`src/rtl/btn_step_ctrl_pkg.sv`:
```
// Shared constants and types for the button/step front-end.
// Defaults target a 50 MHz board clock with a 1 ms debounce tick.
package btn_step_ctrl_pkg;

    localparam int TICK_DIV_DEFAULT  = 50000;
    localparam int DEB_TICKS_DEFAULT = 20;
    localparam int RUN_TICKS_DEFAULT = 250;

    localparam int BTN_STEP = 0;
    localparam int BTN_RST  = 1;

    typedef enum logic {
        STEP_MANUAL = 1'b0,
        STEP_AUTO   = 1'b1
    } step_mode_e;

    // Bits needed to hold 0..max_val-1, never less than one.
    function automatic int cnt_width(input int max_val);
        return (max_val < 2) ? 1 : $clog2(max_val);
    endfunction

endpackage

```
`src/rtl/btn_step_ctrl_debounce_ch.sv`:
```
// One button channel: two-flop synchroniser, tick-based debounce counter,
// accepted level register and a one-cycle press pulse on rising levels.
module btn_debounce_ch
    import btn_step_ctrl_pkg::*;
#(
    parameter int DEB_TICKS = DEB_TICKS_DEFAULT
)(
    input  logic clk,
    input  logic rst,
    input  logic raw,
    input  logic tick,
    output logic level,
    output logic press
);

    localparam int DEB_W = cnt_width(DEB_TICKS + 1);
    localparam logic [DEB_W-1:0] DEB_LAST = DEB_W'(DEB_TICKS - 1);

    logic [1:0]       sync_q;
    logic [DEB_W-1:0] deb_cnt;
    logic             level_d;

    // A new level is accepted only after DEB_TICKS consecutive ticks of
    // disagreement; any agreement in between restarts the count.
    always_ff @(posedge clk or posedge rst) begin
        if (rst) begin
            sync_q  <= '0;
            deb_cnt <= '0;
            level   <= 1'b0;
            level_d <= 1'b0;
            press   <= 1'b0;
        end else begin
            sync_q  <= {sync_q[0], raw};
            level_d <= level;
            press   <= level & ~level_d;
            if (sync_q[1] == level) begin
                deb_cnt <= '0;
            end else if (tick) begin
                if (deb_cnt == DEB_LAST) begin
                    level   <= ~level;
                    deb_cnt <= '0;
                end else begin
                    deb_cnt <= deb_cnt + 1'b1;
                end
            end
        end
    end

endmodule

```
`src/rtl/btn_step_ctrl.sv`:
```
// Button front-end for the single-cycle CPU: debounced levels, press pulses,
// and a step clock-enable that is either manual or auto-repeating.
module btn_step_ctrl
    import btn_step_ctrl_pkg::*;
#(
    parameter int N_BTN     = 4,
    parameter int TICK_DIV  = TICK_DIV_DEFAULT,
    parameter int DEB_TICKS = DEB_TICKS_DEFAULT,
    parameter int RUN_TICKS = RUN_TICKS_DEFAULT,
    parameter int CNT_W     = 16
)(
    input  logic             clk,
    input  logic             rst,
    input  logic [N_BTN-1:0] btn_raw,
    input  logic             run_mode,
    output logic [N_BTN-1:0] btn_level,
    output logic [N_BTN-1:0] btn_press,
    output logic             tick,
    output logic             step_pulse,
    output logic             cpu_rst,
    output logic [CNT_W-1:0] step_cnt
);

    localparam int DIV_W = cnt_width(TICK_DIV);
    localparam int RUN_W = cnt_width(RUN_TICKS);
    localparam logic [DIV_W-1:0] DIV_LAST = DIV_W'(TICK_DIV - 1);
    localparam logic [RUN_W-1:0] RUN_LAST = RUN_W'(RUN_TICKS - 1);

    logic [DIV_W-1:0] div_cnt;
    logic [RUN_W-1:0] run_cnt;
    logic [1:0]       run_sync_q;
    step_mode_e       mode;

    assign mode    = step_mode_e'(run_sync_q[1]);
    assign tick    = (div_cnt == DIV_LAST);
    assign cpu_rst = btn_level[BTN_RST];

    for (genvar i = 0; i < N_BTN; i++) begin : g_ch
        btn_debounce_ch #(
            .DEB_TICKS(DEB_TICKS)
        ) u_ch (
            .clk  (clk),
            .rst  (rst),
            .raw  (btn_raw[i]),
            .tick (tick),
            .level(btn_level[i]),
            .press(btn_press[i])
        );
    end

    // Free-running divider that paces both debounce and auto-run.
    always_ff @(posedge clk or posedge rst) begin
        if (rst) begin
            div_cnt    <= '0;
            run_sync_q <= '0;
        end else begin
            div_cnt    <= (div_cnt == DIV_LAST) ? '0 : div_cnt + 1'b1;
            run_sync_q <= {run_sync_q[0], run_mode};
        end
    end

    // Held at zero in manual mode so each entry into auto mode waits a full period.
    always_ff @(posedge clk or posedge rst) begin
        if (rst) begin
            run_cnt <= '0;
        end else if (mode == STEP_MANUAL) begin
            run_cnt <= '0;
        end else if (tick) begin
            run_cnt <= (run_cnt == RUN_LAST) ? '0 : run_cnt + 1'b1;
        end
    end

    always_comb begin
        step_pulse = 1'b0;
        if (!cpu_rst) begin
            case (mode)
                STEP_MANUAL: step_pulse = btn_press[BTN_STEP];
                STEP_AUTO:   step_pulse = tick && (run_cnt == RUN_LAST);
                default:     step_pulse = 1'b0;
            endcase
        end
    end

    // The reset button's press wins over any step in the same cycle.
    always_ff @(posedge clk or posedge rst) begin
        if (rst) begin
            step_cnt <= '0;
        end else if (btn_press[BTN_RST]) begin
            step_cnt <= '0;
        end else if (step_pulse) begin
            step_cnt <= step_cnt + 1'b1;
        end
    end

endmodule

```
`config.mk`:
```
export PLATFORM = sky130hd
export DESIGN_NAME = btn_step_ctrl
export DESIGN_NICKNAME = d
export VERILOG_FILES = /design/src/rtl/btn_step_ctrl_pkg.sv /design/src/rtl/btn_step_ctrl_debounce_ch.sv /design/src/rtl/btn_step_ctrl.sv
export SDC_FILE = /design/constraint.sdc
export NUM_CORES = 1
export LEC_CHECK = 0
export ABC_AREA = 1
export BUFFER_PORTS_ARGS = -buffer_cell sky130_fd_sc_hd__buf_2
export CORE_ASPECT_RATIO = 0.7
export CORE_UTILIZATION = 55
export CTS_BUF_LIST = sky130_fd_sc_hd__clkbuf_2
export DETAILED_ROUTE_END_ITERATION = 6
export HOLD_SLACK_MARGIN = 0.05
export PLACE_DENSITY = 0.82
export SLEW_MARGIN = 20
export SYNTH_ARGS = -nofsm -noshare
export SYNTH_HDL_FRONTEND = slang
export SYNTH_SLANG_ARGS = --single-unit
export TNS_END_PERCENT = 100
```
`constraint.sdc`:
```
create_clock -name clk -period 3.9 [get_ports clk]
set_clock_uncertainty 0.15 [all_clocks]
set_input_delay 0.78 -clock clk [delete_from_list [all_inputs] [get_ports clk]]
set_output_delay 0.78 -clock clk [all_outputs]
set_load 0.005 [all_outputs]
```
**Word level (Yosys, flattened, before mapping)**

Index checks and enable logic that the tools add are counted.
W data, S select, Z words.

- Flip-flop bits (word level): 82
- Output and inout bits: 27

- Reductions and logical operators: 10
- Bitwise operators: 17
- $add $sub $neg: 7
- Eq/ne operators: 11
- Mux-type cells: 20

Operators with widths:

| cell | number |
|---|---|
| $mux W5 | 12 |
| $mux W16 | 3 |
| $add A16 B1 Y16 const B | 2 |
| $mux W8 | 3 |
| $add A5 B1 Y5 const B | 4 |
| $eq A5 B5 Y1 const B | 4 |
| $eq A16 B16 Y1 const B | 1 |
| $not A1 Y1 | 13 |
| $reduce_and A3 Y1 | 4 |
| $reduce_bool A2 Y1 | 5 |
| $add A8 B1 Y8 const B | 1 |
| $eq A8 B8 Y1 const B | 1 |
| $and A1 B1 Y1 | 4 |
| $eq A1 B1 Y1 | 4 |
| $ne A2 B2 Y1 const B | 1 |
| $pmux W1 S2 | 1 |
| $logic_and A1 B1 Y1 | 1 |
| $mux W1 | 1 |

**Logic depth before layout (Yosys ltp)**

- Depth after elaboration: 6
- Depth in mapped cells: 11
- Depth with buffers taken out: 10

**By module**

A second synthesis with hierarchy kept.

- Cell total of the unflattened synthesis: 566
- Area total of the unflattened synthesis: 4,433.0 µm²

Modules (own cells, without submodules):

| module | sequential area each (µm²) | instances | area each (µm²) | cells an instance |
|---|---|---|---|---|
| btn_step_ctrl | 1,051.0 | 1 | 2,486.1 | 338 |
| btn_debounce_ch | 250.2 | 4 | 486.7 | 57 |

**Worst setup path after synthesis**

No wires, ideal clock.

- Path type: register to output
- Start: register div_cnt[0]
- End: output port step_pulse
- Cell stages (with the launch flop): 9
- Setup slack: 1.584 ns
- Arrival: 1.386 ns
- Path through: dfrtp_1 ha_1 nand3_1 nor2_2 nand2_4 nand2_8 nand3_4 buf_2 inv_1

- Longest elaborated chain between the ends: 4

RTL lines:

| item | RTL line | RTL |
|---|---|---|
| from (decl) | btn_step_ctrl.sv:29 | `logic [DIV_W-1:0] div_cnt;` |
| from (signal assigned) | btn_step_ctrl.sv:57 | `div_cnt <= (div_cnt == DIV_LAST) ? '0 : div_cnt + 1'b1;` |
| $eq A16 B16 Y1 | btn_step_ctrl.sv:35 | `assign tick = (div_cnt == DIV_LAST);` |
| $logic_and A1 B1 Y1 | btn_step_ctrl.sv:78 | `STEP_AUTO: step_pulse = tick && (run_cnt == RUN_LAST);` |
| $pmux W1 S2 | btn_step_ctrl.sv:76 | `case (mode)` |
| $mux W1 | btn_step_ctrl.sv:75 | `if (!cpu_rst) begin` |
| to (decl) | btn_step_ctrl.sv:19 | `output logic step_pulse,` |

No other way between the ends.

**Final worst setup path**

- Start: register div_cnt[0]
- End: output port tick

- Longest elaborated chain between the ends: 1

RTL lines:

| item | RTL line | RTL |
|---|---|---|
| $eq A16 B16 Y1 | btn_step_ctrl.sv:35 |  |
| to (decl) | btn_step_ctrl.sv:18 | `output logic tick,` |

No other way between the ends.

==> metrics.txt <==
FP Rows=26; Sink Count=82; Clk Latency, worst-skew pair=0.55 ns; number of global-route vias before repair=~3000; ANT cells=0; post-CTS sizing=0; Hold Path Class=input pin to flop; final period utilization=between 80% and 90%; Syn. warnings=0; status=finished, final reports clean; # setup viols final=0; H-tree Lvls=3; ranking of synthesized cells by area=dfrtp_1, nand2_1, nor2_1, nand3_1, inv_1; DRC=0; first drt pass iteration count=5; Final Hold Violating Endpoints=0; # port buffers=33; fill count=about 640; clock-pin transition on the worst setup and hold timing paths=roughly 0.21 ns; die area=7980 um2; CTS root buf=clkbuf_2; Cells after Synth=a little over 500; Avg WL per Cell=roughly 13 um; Period minus WS final=3.31 ns; Setup TNS=0 ns; first-pass GRT wire length=around 14000 um; TritonCTS buffer count=9; Placer Congestion=around 0.87; Ports=34; Antenna Nets Post-Route=0; Final Cell Area=4490 um2; grt total ovfl=0; reg2reg path depth=7; Yosys reg bits=between 80 and 90; register area share after synthesis=49.0%; reg-to-reg slack, setup=1.67 ns; Post-synth EDFFs=0; area growth from synthesis to layout=7.23%; Distinct cells, synth=32; Most used DFF post-synth=dfrtp_1; NumNets Final=~560; Crit Path Max Fanout=19; Yosys top cell area share=around half; max-cap viol count=0; Tot GR Track Use=between 20 and 25%; clock buffer depth=2; antenna violations before repair=0; worst vdd ir=between 0.0002 and 0.00025 V; Worst Hold Path Cells=1; placed cell area=~4400 um2; post-synthesis net count=around 530; Syn Area/Cell=slightly above 8 um2; Die Y=75.0 um; Post-synth ARST share=100%; f_max=approximately 300 MHz; Tightest Pin Transition=between 0.8 and 0.9 ns; total wire length=8460 um; vias=about 3400; Final Max Tran Viols=0; WP data required=~3.0 ns; Worst setup EP type=primary output; starting density of the core=57.2%; largest net degree at the start of global routing=51; critical path arrival=2.38 ns; hold buffer count at CTS=0; RSZ-0062 raised after global routing=false; Post-CTS Setup Bufs=0; CTS tree=done; share of layout cells above drive strength 1=11.3%; core footprint=~7300 um2; Power Density=about 320 nW/um2; kind of critical path=flop to primary output; leakage power=around 2.3 nW; Reg area=between 2000 and 2500 um2; relative slew slack=a little under half; Synth Cell Area=about 4200 um2; footprint of the multi-input gates=1820 um2; hpwl dp=approximately 6200 um; Vias/cell=5.31; chip width=106 um; crit path launch type=flop; initial drt markers=252; leading area contributor after synthesis=dfrtp_1
[routing by layer]
metal	vias up	share of wire [%]	GRT usage, %
met3	19	6.9	7.10
met2	129	43	33.6
met5	-	0	0
met1	1600	48	33.3
met4	0	1.5	7.41
li1	1701	-	-
[sequential cells by signal, summed over array words and instances, names as in the netlist]
name / flops
g_ch.u_ch.press: 4
div_cnt: 16
g_ch.u_ch.sync_q: 8
run_sync_q: 2
g_ch.u_ch.level_d: 4
g_ch.u_ch.deb_cnt: 20
run_cnt: 8
g_ch.u_ch.level: 4
step_cnt: 16
[power by group]
group	total (mW)	internal, mW	switching, mW
Combinational	0.113	0.0455	0.0680
Sequential	0.912	0.874	0.0385
Clock	0.432	0.145	0.287
Total	1.46	1.06	0.393
[kinds of logic after synthesis]
logic type | share of synthesized area, %
compound gates | 5.88
xor+xnor | 5.43
fa+ha+maj | 2.39
buf+inv | 7.61
flops | 49.0
simple gates | 29.7
[worst max-delay path: stages (launching register included)]
cell and delay, ns:
dfrtp_1 0.42, ha_1 0.20, nand3_1 0.17, nor2_2 0.19
nand2_4 0.17, inv_1 0.45, buf_2 0.21
[placed cells by master (no fill, tap or decap), types with 2 or more instances in the layout]
master	count
nor3b_1	3
xor2_1	16
buf_4	2
o22ai_1	2
o21ai_0	23
a21oi_1	15
inv_1	52
xnor2_1	10
nor3_1	5
nor4_1	2
nand2_1	123
nor2_1	75
clkbuf_2	10
nand3_1	49
ha_1	8
inv_2	2
o21bai_1	3
clkinv_1	4
nor2_2	3
dfrtp_1	82
or2_2	2
nand2_4	2
nand4_1	14
buf_2	33
[metrics by stage]
| step | instances | util, % | total power, mW | hold WS (ns) | setup slack (ns) |
|---|---|---|---|---|---|
| after detailed placement | 633 | 59.9 | 1.04 | 0.185 | 1.24 |
| after global routing | 649 | 61.4 | 1.53 | 0.109 | 0.348 |
| after global placement | 633 | 59.9 | 1.04 | 0.184 | 1.28 |
| after floorplan | 517 | - | 0.995 | 0.181 | 0.862 |
| final | 649 | 61.4 | 1.46 | 0.170 | 0.593 |
| after CTS | 649 | 61.4 | 1.47 | 0.146 | 0.571 |
[worst paths after layout]
kind | end | startpoint
worst min-delay path | g_ch[0].u_ch.sync_q[0] | btn_raw[0]
min in group asynchronous | step_cnt[14] | rst
worst max register to register | g_ch[1].u_ch.deb_cnt[4] | div_cnt[0]
worst max-delay path | tick | div_cnt[0]
max in group asynchronous | g_ch[1].u_ch.sync_q[0] | rst
worst min register to register | g_ch[1].u_ch.sync_q[1] | g_ch[1].u_ch.sync_q[0]
[synthesized netlist by cell type (2+ instances only)]
cell	number
o22ai_1	2
nor2_1	75
inv_2	2
nor4_1	2
xor2_1	16
nand4_1	14
o21bai_1	3
nand3_1	49
xnor2_1	10
inv_1	53
a21oi_1	15
or2_2	2
nor3b_1	3
o21ai_0	23
clkbuf_1	4
nand2_4	2
nor3_1	5
nor2_2	3
buf_2	3
buf_4	9
dfrtp_1	82
nand2_1	123
ha_1	8
[area by class of cell]
class,count,share of cell area [%]
clock buffers,10,1.11
repair buffers,35,4.01
inverters,56,4.71
multi-input cells,362,40.5
flip-flops and latches,82,45.7
well taps,98,2.73
clock inverters,6,1.28
No activity file was read; power rests on OpenSTA's default activity.
